==> config.mk <==
export PLATFORM = sky130hd
export DESIGN_NAME = axis_event_packetizer
export DESIGN_NICKNAME = d
export VERILOG_FILES = /design/src/rtl/axis_event_packetizer.sv
export SDC_FILE = /design/constraint.sdc
export NUM_CORES = 1
export LEC_CHECK = 0
export BUFFER_PORTS_ARGS = -buffer_cell sky130_fd_sc_hd__buf_4
export CAP_MARGIN = 20
export CORE_AREA = 2 2 152 125
export DETAILED_ROUTE_END_ITERATION = 10
export DIE_AREA = 0 0 154 127
export HOLD_SLACK_MARGIN = 0.1
export SKIP_CTS_REPAIR_TIMING = 1
export SYNTH_ARGS = -nofsm -noshare
export SYNTH_HDL_FRONTEND = slang
export SYNTH_SLANG_ARGS = --single-unit
==> constraint.sdc <==
create_clock -name m_axi_aclk -period 1.93 [get_ports m_axi_aclk]
set_clock_uncertainty 0.15 [all_clocks]
set_input_delay 0.0965 -clock m_axi_aclk [delete_from_list [all_inputs] [get_ports m_axi_aclk]]
set_output_delay 0.0965 -clock m_axi_aclk [all_outputs]
set_load 0.005 [all_outputs]
==> src/rtl/axis_event_packetizer.sv <==
// Frames a stream of event words into AXI-Stream packets with tlast.
// Define AXIS_PKT_TIMEOUT_EN to close open packets after an input idle timeout.
module axis_event_packetizer #(
    parameter int AXIS_BUS_WIDTH = 64,
    parameter int PACKET_LEN     = 16,
    parameter int TIMEOUT_CYCLES = 256
) (
    input  logic                      m_axi_aclk,
    input  logic                      m_axi_aresetn,
    input  logic [AXIS_BUS_WIDTH-1:0] ev_data,
    input  logic                      ev_valid,
    output logic                      ev_ready,
    input  logic                      flush,
    output logic [AXIS_BUS_WIDTH-1:0] m_axis_tdata,
    output logic                      m_axis_tvalid,
    output logic                      m_axis_tlast,
    input  logic                      m_axis_tready,
    output logic                      busy
);

    localparam int CW = $clog2(PACKET_LEN);

    typedef enum logic {
        EMPTY,
        HOLD
    } state_t;

    state_t                    state;
    logic [AXIS_BUS_WIDTH-1:0] pend_data;
    logic [CW-1:0]             word_cnt;
    logic                      flush_req;
    logic                      pend_valid;
    logic                      out_free;
    logic                      ev_fire;
    logic                      timeout_hit;
    logic                      close;
    logic                      launch;

    assign pend_valid = (state == HOLD);
    assign out_free   = !m_axis_tvalid | m_axis_tready;
    assign ev_ready   = !pend_valid | out_free;
    assign ev_fire    = ev_valid & ev_ready;
    assign close      = (word_cnt == CW'(PACKET_LEN - 1)) | timeout_hit
                      | flush_req | flush;
    assign launch     = pend_valid & out_free & (ev_fire | close);
    assign busy       = pend_valid | m_axis_tvalid;

`ifdef AXIS_PKT_TIMEOUT_EN
    localparam int IW = $clog2(TIMEOUT_CYCLES);

    logic [IW-1:0] idle_cnt;

    assign timeout_hit = pend_valid
                       & (idle_cnt >= IW'(TIMEOUT_CYCLES - 1));

    always_ff @(posedge m_axi_aclk or negedge m_axi_aresetn) begin
        if (!m_axi_aresetn) begin
            idle_cnt <= '0;
        end else if (ev_fire | (launch & close)) begin
            idle_cnt <= '0;
        end else if (pend_valid && idle_cnt < IW'(TIMEOUT_CYCLES - 1)) begin
            idle_cnt <= idle_cnt + 1'b1;
        end
    end
`else
    // No timer: an open packet waits for PACKET_LEN words or a flush.
    assign timeout_hit = (TIMEOUT_CYCLES < 0);
`endif

    always_ff @(posedge m_axi_aclk or negedge m_axi_aresetn) begin
        if (!m_axi_aresetn) begin
            state         <= EMPTY;
            pend_data     <= '0;
            word_cnt      <= '0;
            flush_req     <= 1'b0;
            m_axis_tdata  <= '0;
            m_axis_tvalid <= 1'b0;
            m_axis_tlast  <= 1'b0;
        end else begin
            unique case (state)
                EMPTY: if (ev_fire) state <= HOLD;
                HOLD:  if (launch && !ev_fire) state <= EMPTY;
                default: state <= EMPTY;
            endcase

            if (ev_fire) begin
                pend_data <= ev_data;
            end

            // The held word leaves only when its tlast value is known.
            if (launch) begin
                m_axis_tdata  <= pend_data;
                m_axis_tlast  <= close;
                m_axis_tvalid <= 1'b1;
                word_cnt      <= close ? '0 : word_cnt + 1'b1;
            end else if (m_axis_tready) begin
                m_axis_tvalid <= 1'b0;
            end

            if (launch) begin
                flush_req <= 1'b0;
            end else if (flush && pend_valid) begin
                flush_req <= 1'b1;
            end
        end
    end

endmodule

==> out/results.ini <==
[worst_setup_path]
crit_fanout=12
regToRegSetupSlack_ps=-140
cp-end-kind=flop
critPathMaxStageDelay_ps=390
critPathLaunchType=flop
crit_buf_inv=2
crit_arrival_ps=2210
crit_chain=ha_2 > a311o_1 > o211ai_4 > buf_4 > clkbuf_16 > mux2_4
cpMaxStageDelayCell=dfrtp_1
cp_top_family=compound AO/OA/AOI/OAI gates
crit_type=reg2reg
worstPathRequired_ps=2070

[pwr]
peakVddDrop_mv=0.6989
p_int_mw=9.336
power.switching_mw=3.233
p_sw_frac=0.2572
p_leak_nw=3.749
seqPwrFrac=0.375
comb_power_share=0.338
power.density_mw_per_mm2=1548
clockPowerShare=0.287

[floorplanning]
num_rows=44
die_y_um=127
start_util=0.2971
io_pins=137
dieArea_mm2=0.01956
die_w_um=154
core_mm2=0.01789

[synthesis]
synth.distinct_cells=32
syn_area_mm2=0.005315
yosys-top-cells-count=136 x dfrtp_1, 91 x mux2_2, 30 x mux2_4
synthArstFlopShare=1.000
synth_top_flop_cell=dfrtp_1
yosysWarningCount=0
synth_top_area_cell=dfrtp_1
yosysMostFrequentCell=dfrtp_1
syn_nets=380
synth_seq_area_share=0.6403
synth_area_leaders=dfrtp_1 64%, mux2_2 19%, mux2_4 8.5%
synth_edf_count=0
netlist.area_leader.share=0.6403
synth-seq-cells=136
netlist_instances=310
synth_area_per_cell_um2=17.15

[placed_design]
place_ws_ps=-133.6
portBuffers=136
placed_area_mm2=0.006704
dp_hpwl_mm=7.386
gp_routability_congestion=0.7340

[global_routing]
grt_max_degree=44
antenna_found_initial=0
grt_pass1_vias=3487
grt_pass1_wl_mm=18.03
track_usage=0.1179
grt_overflow=0

[hold_path]
hold_class=in2reg

[drt]
routedWlPerCell_um=14.67
num_vias=3389
wl_mm=11.44
drtIter0Drc=135
firstDrtPassIters=4
drc=0
detail-route-antenna-nets=0
avgViaCountPerCell=4.345

[job]
maxCapViolations=0

[sta]
period_minus_slack_ps=2068
maxSlewHeadroom=0.7029
fin_hold_ws_ps=309.7
grt_setup_unrepaired=yes
slew_viol_final=0
final.setup.worst_slack_ps=-138.5
finalSetupTns_ps=-5939
max_freq_ghz=0.4834
setup_violations=64
fin_crit_sh=1.072
finalHoldViolCount=0
worstMarginPinSlew_ps=445.6

[outcome]
failed_checks=negative setup slack
status=finished, violations left

[layout]
layout.nets=607
syn2layout_area_growth_pct=52.80
antenna_cells=0
drive_gt1_frac=0.5636
fill_cells=1574
fin_area_mm2=0.008122

[clock_network]
cts-root-buf=clkbuf_16
tritoncts=done
clk_pin_slew_ps=60
cts-buffers-inserted=17
clockBufferDepth=2
htreeDepth=4
clock-sinks=136
clock_latency_ps=400

## worst reg2reg max path, delay by kind of cell (launching register included)
family	cells	cell delay, ps
mux	1	310
buf+inv	2	370
flops	1	390
fa+ha+maj	1	190
compound gates	2	540
## final timing paths
path | cells past startpoint | endpoint | start
max in group asynchronous | 4 | m_axis_tdata[46]$_DFFE_PN0P_ | m_axi_aresetn
worst max register to register | 6 | m_axis_tdata[19]$_DFFE_PN0P_ | word_cnt[1]$_DFFE_PN0P_
worst min register to register | 1 | m_axis_tdata[31]$_DFFE_PN0P_ | pend_data[31]$_DFFE_PN0P_
worst min-delay path | 3 | pend_data[60]$_DFFE_PN0P_ | ev_data[60]
worst max-delay path | 6 | m_axis_tdata[19]$_DFFE_PN0P_ | word_cnt[1]$_DFFE_PN0P_
min in group asynchronous | 3 | m_axis_tdata[15]$_DFFE_PN0P_ | m_axi_aresetn
## cell usage in the layout (no fill, tap or decap), drive strengths merged, types with 2 or more instances in the layout
| master | count |
|---|---|
| dlygate4sd3 | 69 |
| inv | 3 |
| a22o | 3 |
| nand2 | 2 |
| dfrtp | 136 |
| buf | 154 |
| bufinv | 4 |
| mux2 | 129 |
| o21ai | 2 |
| clkbuf | 28 |
| nor4b | 2 |
| o211ai | 2 |
## power groups by stage
stage	Sequential, mW	Clock (mW)	Combinational, mW
6_report	4.71	3.60	4.25
5_1_grt	4.88	3.84	4.60
4_1_cts	4.72	3.72	4.09
3_5_place_dp	4.76	0	4.09
3_3_place_gp	4.70	0	4.00
2_1_floorplan	4.67	0	2.35
## stage by stage
stage                     std cells    util  power [mW]
after CTS                       707  0.4122       12.53
final                           780  0.4539       12.57
after floorplan                 310       -       7.022
after detailed placement        675  0.3747       8.843
after global routing            780  0.4539       13.32
after global placement          675  0.3747       8.698
## kinds of logic after synthesis
kind of cell	count (synthesis)	synth area share
buf+inv	19	0.02895
fa+ha+maj	1	0.002354
compound gates	12	0.01813
mux	129	0.2945
flops	136	0.6403
simple gates	13	0.01578
## flip-flops by register name, summed over array words and instances, names as in the netlist
signal,count
word_cnt,4
pend_valid,1
m_axis_tdata,64
pend_data,64
m_axis_tvalid,1
flush_req,1
m_axis_tlast,1
## per-layer routing
layer | global-route usage | share of wire | vias to the layer above
met5 | 0 | 0 | -
met4 | 0.03244 | 0.0087 | 0
met3 | 0.04953 | 0.049 | 7
met2 | 0.1868 | 0.48 | 84
met1 | 0.1494 | 0.46 | 1732
li1 | - | - | 1566
## final cells by class
| type | instances | area [um^2] | share of cell area |
|---|---|---|---|
| Timing Repair Buffer | 224 | 1971 | 0.2426 |
| Clock inverter | 5 | 128.9 | 0.01587 |
| Sequential cell | 136 | 3403 | 0.4190 |
| Tap cell | 230 | 287.8 | 0.03543 |
| Clock buffer | 27 | 543.0 | 0.06686 |
| Multi-Input combinational cell | 155 | 1777 | 0.2188 |
| Inverter | 3 | 11.26 | 0.001387 |
Power figures use the tool's default switching activity.
